$ cat config.mk
export PLATFORM = sky130hd
export DESIGN_NAME = seg7_scan_ctrl
export DESIGN_NICKNAME = d
export VERILOG_FILES = /design/src/rtl/seg7_scan_pkg.sv /design/src/rtl/seg7_scan_prescaler.sv /design/src/rtl/seg7_scan_ctrl.sv
export SDC_FILE = /design/constraint.sdc
export NUM_CORES = 1
export LEC_CHECK = 0
export CORE_ASPECT_RATIO = 0.5
export CORE_UTILIZATION = 50
export CTS_BUF_LIST = sky130_fd_sc_hd__clkbuf_4
export DETAILED_ROUTE_END_ITERATION = 6
export PLACE_DENSITY = 0.71
export SYNTH_ARGS = -nofsm -noshare
export SYNTH_HDL_FRONTEND = slang
export SYNTH_HIERARCHICAL = 1
export SYNTH_SLANG_ARGS = --single-unit
$ cat constraint.sdc
create_clock -name clk -period 6.6 [get_ports clk]
set_clock_uncertainty 0.05 [all_clocks]
set_input_delay 1.32 -clock clk [delete_from_list [all_inputs] [get_ports clk]]
set_output_delay 1.32 -clock clk [all_outputs]
set_load 0.05 [all_outputs]
$ cat src/rtl/seg7_scan_pkg.sv
// seg7_scan_pkg: shared state type, nibble width and one-hot helper for the
// 7-segment scan controller.
package seg7_scan_pkg;

  localparam int NIBBLE_W   = 4;
  localparam int MAX_DIGITS = 32;

  typedef enum logic {
    BLANK = 1'b0,
    SHOW  = 1'b1
  } scan_state_t;

  // One-hot vector with bit idx set; callers size-cast down to their digit count.
  function automatic logic [MAX_DIGITS-1:0] onehot(input int unsigned idx);
    logic [MAX_DIGITS-1:0] v;
    v = '0;
    v[idx] = 1'b1;
    return v;
  endfunction

endpackage

$ cat src/rtl/seg7_scan_prescaler.sv
// seg7_scan_prescaler: tick generator for the scan FSM. The count wraps when it
// reaches or passes the prescale value, so a lowered prescale takes effect at
// once instead of running the counter all the way round.
module seg7_scan_prescaler #(
  parameter int PRESCALE_W = 8
) (
  input  logic                  clk,
  input  logic                  rst_n,
  input  logic                  clear,
  input  logic [PRESCALE_W-1:0] prescale,
  output logic                  tick
);

  logic [PRESCALE_W-1:0] cnt;

  assign tick = !clear && (cnt >= prescale);

  // Count clocks between ticks; held at zero while cleared.
  always_ff @(posedge clk or negedge rst_n) begin
    if (!rst_n) begin
      cnt <= '0;
    end else if (clear || tick) begin
      cnt <= '0;
    end else begin
      cnt <= cnt + PRESCALE_W'(1);
    end
  end

endmodule

$ cat src/rtl/seg7_scan_ctrl.sv
// seg7_scan_ctrl: time-multiplexed scan of NUM_DIGITS common-cathode digits
// through one shared hex decoder. Writes land in a shadow bank and are copied
// to the displayed (active) bank only at a frame boundary, so a frame never
// mixes old and new digits.
//
// Optional build macro SEG7_SCAN_AUTOCOUNT_EN: adds auto_en; with it set and
// no pending write, the active bank counts up as a hex counter once per frame.
//
// state | meaning
// BLANK | all digits off for one tick between digits (ghosting guard)
// SHOW  | digit idx driven for DWELL_TICKS ticks with a stable nibble
module seg7_scan_ctrl
  import seg7_scan_pkg::*;
#(
  parameter int NUM_DIGITS  = 4,
  parameter int PRESCALE_W  = 8,
  parameter int DWELL_TICKS = 3
) (
  input  logic                          clk,
  input  logic                          rst_n,
  input  logic                          enable,
  input  logic [PRESCALE_W-1:0]         prescale,
  input  logic                          wr_valid,
  output logic                          wr_ready,
  input  logic [$clog2(NUM_DIGITS)-1:0] wr_digit,
  input  logic [3:0]                    wr_data,
  output logic [3:0]                    dec_nibble,
  output logic [NUM_DIGITS-1:0]         digit_en,
  output logic                          frame_done
`ifdef SEG7_SCAN_AUTOCOUNT_EN
  ,
  input  logic                          auto_en
`endif
);

  localparam int IDX_W   = $clog2(NUM_DIGITS);
  localparam int DWELL_W = (DWELL_TICKS > 1) ? $clog2(DWELL_TICKS) : 1;
  localparam int BANK_W  = NUM_DIGITS * NIBBLE_W;

  localparam logic [IDX_W-1:0]   LAST_IDX   = IDX_W'(NUM_DIGITS - 1);
  localparam logic [DWELL_W-1:0] LAST_DWELL = DWELL_W'(DWELL_TICKS - 1);

  scan_state_t        state;
  logic [IDX_W-1:0]   idx;
  logic [DWELL_W-1:0] dwell;
  logic [BANK_W-1:0]  active_bank;
  logic [BANK_W-1:0]  shadow_bank;
  logic               dirty;
  logic               tick;
  logic               show_done;
  logic               frame_end;
  logic               wr_fire;

  seg7_scan_prescaler #(
    .PRESCALE_W(PRESCALE_W)
  ) u_prescaler (
    .clk      (clk),
    .rst_n    (rst_n),
    .clear    (!enable),
    .prescale (prescale),
    .tick     (tick)
  );

  assign show_done = tick && (state == SHOW) && (dwell == LAST_DWELL);
  assign frame_end = show_done && (idx == LAST_IDX);
  assign wr_fire   = wr_valid && wr_ready;

  // Scan FSM: BLANK for one tick, then SHOW the current digit for DWELL_TICKS ticks.
  always_ff @(posedge clk or negedge rst_n) begin
    if (!rst_n) begin
      state      <= BLANK;
      idx        <= '0;
      dwell      <= '0;
      dec_nibble <= '0;
      digit_en   <= '0;
      frame_done <= 1'b0;
    end else begin
      frame_done <= 1'b0;
      if (!enable) begin
        // idx is kept so scanning resumes on the same digit.
        state    <= BLANK;
        digit_en <= '0;
        dwell    <= '0;
      end else if (tick) begin
        case (state)
          BLANK: begin
            state      <= SHOW;
            dec_nibble <= active_bank[idx*NIBBLE_W +: NIBBLE_W];
            digit_en   <= NUM_DIGITS'(onehot(32'(idx)));
            dwell      <= '0;
          end
          SHOW: begin
            if (dwell == LAST_DWELL) begin
              state      <= BLANK;
              digit_en   <= '0;
              idx        <= idx + IDX_W'(1);
              frame_done <= frame_end;
            end else begin
              dwell <= dwell + DWELL_W'(1);
            end
          end
          default: begin
            state    <= BLANK;
            digit_en <= '0;
          end
        endcase
      end
    end
  end

  // Writes are refused only during the commit cycle that follows a frame end.
  always_ff @(posedge clk or negedge rst_n) begin
    if (!rst_n) begin
      wr_ready <= 1'b1;
    end else begin
      wr_ready <= !frame_end;
    end
  end

  // Shadow/active banks: writes go to shadow, whole bank commits at frame end.
  always_ff @(posedge clk or negedge rst_n) begin
    if (!rst_n) begin
      active_bank <= '0;
      shadow_bank <= '0;
      dirty       <= 1'b0;
    end else begin
      if (frame_end) begin
        if (dirty) begin
          active_bank <= shadow_bank;
        end
`ifdef SEG7_SCAN_AUTOCOUNT_EN
        else if (auto_en) begin
          active_bank <= active_bank + BANK_W'(1);
          shadow_bank <= active_bank + BANK_W'(1);
        end
`endif
      end
      // A write landing on the frame-end edge misses this commit and stays pending.
      if (wr_fire) begin
        shadow_bank[wr_digit*NIBBLE_W +: NIBBLE_W] <= wr_data;
        dirty <= 1'b1;
      end else if (frame_end) begin
        dirty <= 1'b0;
      end
    end
  end

endmodule

==> results of run 1 <==
==> placed cells by master, fill, tap and decap left out, types with 2 or more instances in the layout <==
| cell | Yosys | layout |
|---|---|---|
| a21oi_1 | 6 | 6 |
| a21oi_2 | 2 | 2 |
| a22o_1 | 5 | 5 |
| and2_1 | 2 | 2 |
| and3_1 | 2 | 2 |
| clkbuf_4 | 0 | 6 |
| clkdlybuf4s50_1 | 0 | 26 |
| dfrtp_1 | 55 | 55 |
| ha_1 | 19 | 19 |
| inv_1 | 17 | 17 |
| mux2_2 | 11 | 11 |
| mux2_4 | 10 | 10 |
| mux4_2 | 4 | 4 |
| nand2_1 | 22 | 22 |
| nand2b_1 | 6 | 6 |
| nand3_1 | 10 | 10 |
| nor2_1 | 2 | 2 |
| nor2b_1 | 3 | 3 |
| nor3_2 | 7 | 7 |
| o21ai_0 | 6 | 6 |
| o31ai_1 | 12 | 12 |
| xnor2_1 | 3 | 3 |
| xor2_1 | 4 | 4 |
==> registers in the layout (all words and copies together), names as in the netlist <==
register / flops
active_bank: 16
dec_nibble: 4
digit_en: 4
dirty: 1
dwell: 2
frame_done: 1
idx: 2
shadow_bank: 16
state: 1
u_prescaler/cnt: 8
wr_ready: 1
==> routing by layer <==
layer / track usage / share of wire
met1: 0.258 / 0.52
met2: 0.303 / 0.44
met3: 0.0351 / 0.030
met4: 0.0616 / 0.010
met5: 0 / 0
==> logic make-up after synthesis <==
kind of cell	count (synthesis)	share of synthesized area
muxes	25	0.130
xor gates and xnor gates	7	0.0218
adders and majority gates	19	0.0847
buffers and inverters	22	0.0343
DFF	56	0.500
AOI/OAI and AO/OA	37	0.0999
and+or+nand+nor	60	0.130
==> metrics by stage <==
stage	power, mW	worst slack, ps	instances	area (µm²)	util
2_1_floorplan	0.391	2930	226	2810	-
4_1_cts	0.565	2500	327	3190	0.619
6_report	0.558	2510	327	3190	0.619
5_1_grt	0.586	2320	327	3190	0.619
3_5_place_dp	0.418	2110	319	3130	0.608
3_3_place_gp	0.416	2170	319	3130	0.608
==> final timing paths <==
kind                       depth (start not counted)                      endpoint                          from  slack, ps
max                                               10   active_bank[15]$_DFFE_PN0P_                   prescale[3]       2510
min                                                2    shadow_bank[9]$_DFFE_PN0P_    shadow_bank[9]$_DFFE_PN0P_        460
max reg2reg                                        9   active_bank[15]$_DFFE_PN0P_  u_prescaler/cnt[0]$_DFF_PN0_       3460
min reg2reg                                        2    shadow_bank[9]$_DFFE_PN0P_    shadow_bank[9]$_DFFE_PN0P_        460
max in group asynchronous                          2  u_prescaler/cnt[5]$_DFF_PN0_                         rst_n       5050
min in group asynchronous                          2    shadow_bank[8]$_DFFE_PN0P_                         rst_n        990
==> worst reg2reg max path, delay by kind of cell, from the launching register on <==
kind	cells	cell delay, ps
muxes	1	420
and+or+nand+nor	4	1190
buffers and inverters	1	70
DFF	1	450
adders and majority gates	1	260
AOI/OAI and AO/OA	2	590
==> power by group <==
part	internal (mW)	switching [mW]
clock	0.0455	0.102
sequential	0.352	0.00685
combinational	0.0234	0.0284
==> cell type report <==
type | instances | share of cell area
clock buffers | 6 | 0.0141
clock inverters | 2 | 0.00392
inverters | 17 | 0.0200
multi-input cells | 148 | 0.410
flip-flops and latches | 56 | 0.439
well taps | 70 | 0.0274
repair buffers | 28 | 0.0855
==> metrics.yaml, run 1 <==
critical_path:
  critical_path.top_delay_family: "simple AND/OR/NAND/NOR gates"
  critPathLaunchType: "primary input"
  endpoint_kind: "register"
  arrival_ps: 4300
  path_max_fanout: 16
  crit_required_ps: 6810
  path_buf_inv: 2
  path_cells: "clkdlybuf4s50_1 > inv_1 > ha_1 > o21a_1 > a21oi_2 > o31ai_4 > nor2b_1 > and2_1 > nand4_4 > mux2_4"
  cp_slowest_cell: "o31ai_4"
  worstSetupPathType: "primary input to register"
  max_stage_delay_ps: 540
yosys:
  synth_top_area_frac: 0.490
  ys_types: 38
  synth_top_area_cell: "dfrtp_1"
  syn-cell-area_um2: 2810
  synthTopCellsByCount: "dfrtp_1 (55), nand2_1 (22), ha_1 (19), inv_1 (17), o31ai_1 (12)"
  synth.most_common_cell: "dfrtp_1"
  synth-edff-count: 0
  synth_seq_cells: 56
  synth_warnings: 6
  synth_nets: 263
  yosysSeqAreaShare: 0.500
  async_reset_ff_frac: 1.00
  netlist_instances: 226
  avgSynthCellArea_um2: 12.4
  synth-main-ff-cell: "dfrtp_1"
  synth_top_cells_by_area: "dfrtp_1 (49%), ha_1 (8.5%), mux2_4 (5.3%), mux2_2 (4.4%), mux4_2 (3.2%)"
finish:
  area_growth_pct: 13.7
  nNetsFinal: 293
  seq_area_um2: 1400
  multi_input_area_um2: 1310
  layout-drive-gt1-share: 0.198
  insertedDiodeCount: 0
  fillers: 423
sta:
  rsz0062_at_grt: "no"
  worst_slew_pin_slew_ps: 679
  hold_viol: 0
  timing.final.crit_share: 0.620
  fmax_mhz: 245
  whs_ps: 457
  tns_ps: 0
  slew_headroom: 0.547
  drv_slew: 0
  fin_crit_ps: 4090
  setup_viol: 0
drt:
  routed_wl_um: 4800
  drt_iter0_drc: 54
  vias: 1738
  routed_via_density: 5.31
  drc_errors: 0
  ant_nets: 0
  dr.pass1.iters: 4
  wl_per_cell_um: 14.7
global_routing:
  grt_pass1_wl_um: 8140
  antenna_found_initial: 0
  gr-total-overflow: 0
  grt_util_all_layers: 0.186
  grt_pass1_vias: 1692
  grt_start_max_net_pins: 57
clock_tree:
  cts.hold.buffers_added: 0
  clock_latency_ps: 370
  numCtsBuffers: 5
  cts_buffer_depth: 2
  clk_pin_slew_ps: 150
  cts_setup_buffers: 0
  h-tree-depth: 2
  ctsResizeCount: 0
  clkSinkCount: 56
  cts_tree: "yes"
  cts_root_buffer: "clkbuf_4"
floorplanning:
  die_area_um2: 5930
  die_y_um: 55.0
  core_area_um2: 5160
  num_rows: 18
  die_w_um: 108
  io_pins: 28
  initial_core_util: 0.544
run:
  drv_cap: 0
pwr:
  leakage_nw: 1.51
  pwr_density_cell_nw_per_um2: 175
  ir_drop_v: 0.0000916
place:
  place.gp.congestion: 0.719
  numPortBuffers: 27
  post-dp-hpwl_um: 3620
worst_hold_path:
  hold_path_class: "register to register"
status:
  outcome: "finished, final reports clean"
Note: power is estimated with default switching activity, not from simulation.
==> run 2, diff against run 1 <==
PLACE_DENSITY = 0.74   (was 0.71)
clock period = 3.4 ns   (was 6.6 ns; I/O delays follow)
==> run 2 against run 1 <==
Compared with the run above:
- clock power increased by 97%
- global-route usage hardly changed
- worst setup slack got worse by 2100 ps
- sequential share of layout area is 0.66 points lower
- die area did not move
- first-iteration DRC count rose by 1.9%
- register-to-register slack worse by 2800 ps
==> metrics.yaml, run 2 (synthesis gave the netlist of run 1 again) <==
floorplanning:
  num_rows: 18  # unchanged
  io_pins: 28  # unchanged
  die_area_um2: 5930  # unchanged
  die_y_um: 55.0  # unchanged
  initial_core_util: 0.544  # unchanged
  die_w_um: 108  # unchanged
  core_area_um2: 5160  # unchanged
clock_tree:
  cts.hold.buffers_added: 0  # unchanged
  clkSinkCount: 56  # unchanged
  cts_root_buffer: "clkbuf_4"
  numCtsBuffers: 5  # unchanged
  cts_tree: "yes"
  h-tree-depth: 2  # unchanged
  clk_pin_slew_ps: 160  # about the same
  clock_latency_ps: 370  # about the same
  cts_setup_buffers: 0  # unchanged
  ctsResizeCount: 0  # unchanged
  cts_buffer_depth: 2  # unchanged
sta:
  fmax_mhz: 333
  setup_viol: 0  # unchanged
  drv_slew: 0  # unchanged
  slew_headroom: 0.444  # -0.104
  whs_ps: 335  # -122 ps
  hold_viol: 0  # unchanged
  fin_crit_ps: 3000
  rsz0062_at_grt: "no"
  timing.final.crit_share: 0.884
  worst_slew_pin_slew_ps: 834  # +155 ps
critical_path:
  arrival_ps: 3220  # -1080 ps
  reg2reg_depth: 9  # unchanged
  critPathLaunchType: "primary input"
  r2r-end: "active_bank[7]$_DFFE_PN0P_"
  crit_required_ps: 3610  # -3200 ps
  rr_startpoint: "u_prescaler/cnt[0]$_DFF_PN0_"
  endpoint_kind: "register"
  ff2ff_setup_slack_ps: 710  # -2750 ps
  path_max_fanout: 16  # unchanged
  worstSetupPathType: "primary input to register"
finish:
  mostFrequentLayoutCells: "dfrtp_1 (55), clkdlybuf4s50_1 (26), nand2_1 (22)"
  reg_top3: "active_bank (16), shadow_bank (16), u_prescaler/cnt (8)"
  nNetsFinal: 299  # +2.0%
  instances_no_fill: 333  # +1.8%
  final_area_um2: 3240  # +1.5%
  insertedDiodeCount: 0  # unchanged
  final_common_cell: "dfrtp_1"
  area_growth_pct: 15.5
  layout-drive-gt1-share: 0.217  # +0.0183
drt:
  dr.pass1.iters: 4  # unchanged
  drc_errors: 0  # unchanged
  routed_via_density: 5.27  # -0.78%
  routed_wl_um: 4930  # +2.7%
  ant_nets: 0  # unchanged
  drt_iter0_drc: 55  # +1.9%
  vias: 1756  # +1.0%
  wl_per_cell_um: 14.8  # +0.88%
global_routing:
  grt_pass1_wl_um: 8070  # -0.85%
  grt_start_max_net_pins: 40  # -30%
  grt_util_all_layers: 0.186  # about the same
  grt_pass1_vias: 1671  # -1.2%
  gr-total-overflow: 0  # unchanged
  antenna_found_initial: 0  # unchanged
run:
  drv_cap: 0  # unchanged
place:
  placed_cell_area_um2: 3180  # +1.4%
  dp.cells: 325  # +1.9%
  numPortBuffers: 27  # unchanged
  post-dp-hpwl_um: 3830  # +5.6%
  place.gp.congestion: 0.725  # +0.88%
worst_hold_path:
  hold_path_class: "primary input to asynchronous set/reset pin"
pwr:
  ir_drop_v: 0.000156  # +70%
  pwr_density_cell_nw_per_um2: 337  # +93%
  leakage_nw: 1.54  # +2.0%
status:
  outcome: "finished, final reports clean"
## run 2: cell types whose count changed in the layout (fill, tap and decap cells not counted)
cell,change
buf_4,+6
clkinv_4,+1
clkinv_2,-1
## run 2: layer usage
layer | track usage | routed length [µm]
met5 | 0 | 0
met4 | 0.0616 | 25
met3 | 0.0398 | 186
met2 | 0.299 | 2180
met1 | 0.257 | 2530
## run 2: critical path, stage by stage
cell             delay [ps]
clkdlybuf4s50_1         470
inv_1                    50
ha_1                    180
or4_4                   540
a21oi_4                 140
o31ai_4                  90
nor2b_1                 150
and2_1                  230
nand4_4                 300
mux2_2                  380
## run 2: cell type report
class	instances	area [µm²]
multi-input combinational	148	1310
sequential	56	1400
inverter	17	63.8
tap	70	87.6
fill	418	1920
clock inverter	2	16.3
clock buffer	6	45.0
timing repair buffer	34	318
## run 2: how the worst max path moves through the flow
| stage | endpoint | startpoint |
|---|---|---|
| finish | active_bank[3]$_DFFE_PN0P_ | prescale[1] |
| global route | active_bank[7]$_DFFE_PN0P_ | prescale[4] |
| CTS | active_bank[3]$_DFFE_PN0P_ | prescale[1] |
| detailed placement | active_bank[4]$_DFFE_PN0P_ | prescale[1] |
| global placement | active_bank[4]$_DFFE_PN0P_ | prescale[1] |
| floorplan | active_bank[10]$_DFFE_PN0P_ | prescale[3] |
## run 2: power breakdown
group	total [mW]	internal, mW	switching, mW
clock	0.292	0.0908	0.202
sequential	0.696	0.683	0.0137
combinational	0.104	0.0474	0.0564
total	1.09	0.821	0.272
## run 2: stage by stage
step / total power, mW / setup WS, ps / util / TNS (ps)
floorplan: 0.760 / 369 / - / 0
global placement: 0.810 / 45.0 / 0.616 / 0
detailed placement: 0.815 / -8.33 / 0.616 / -9.12
CTS: 1.11 / 396 / 0.628 / 0
global route: 1.15 / 287 / 0.628 / 0
finish: 1.09 / 396 / 0.628 / 0
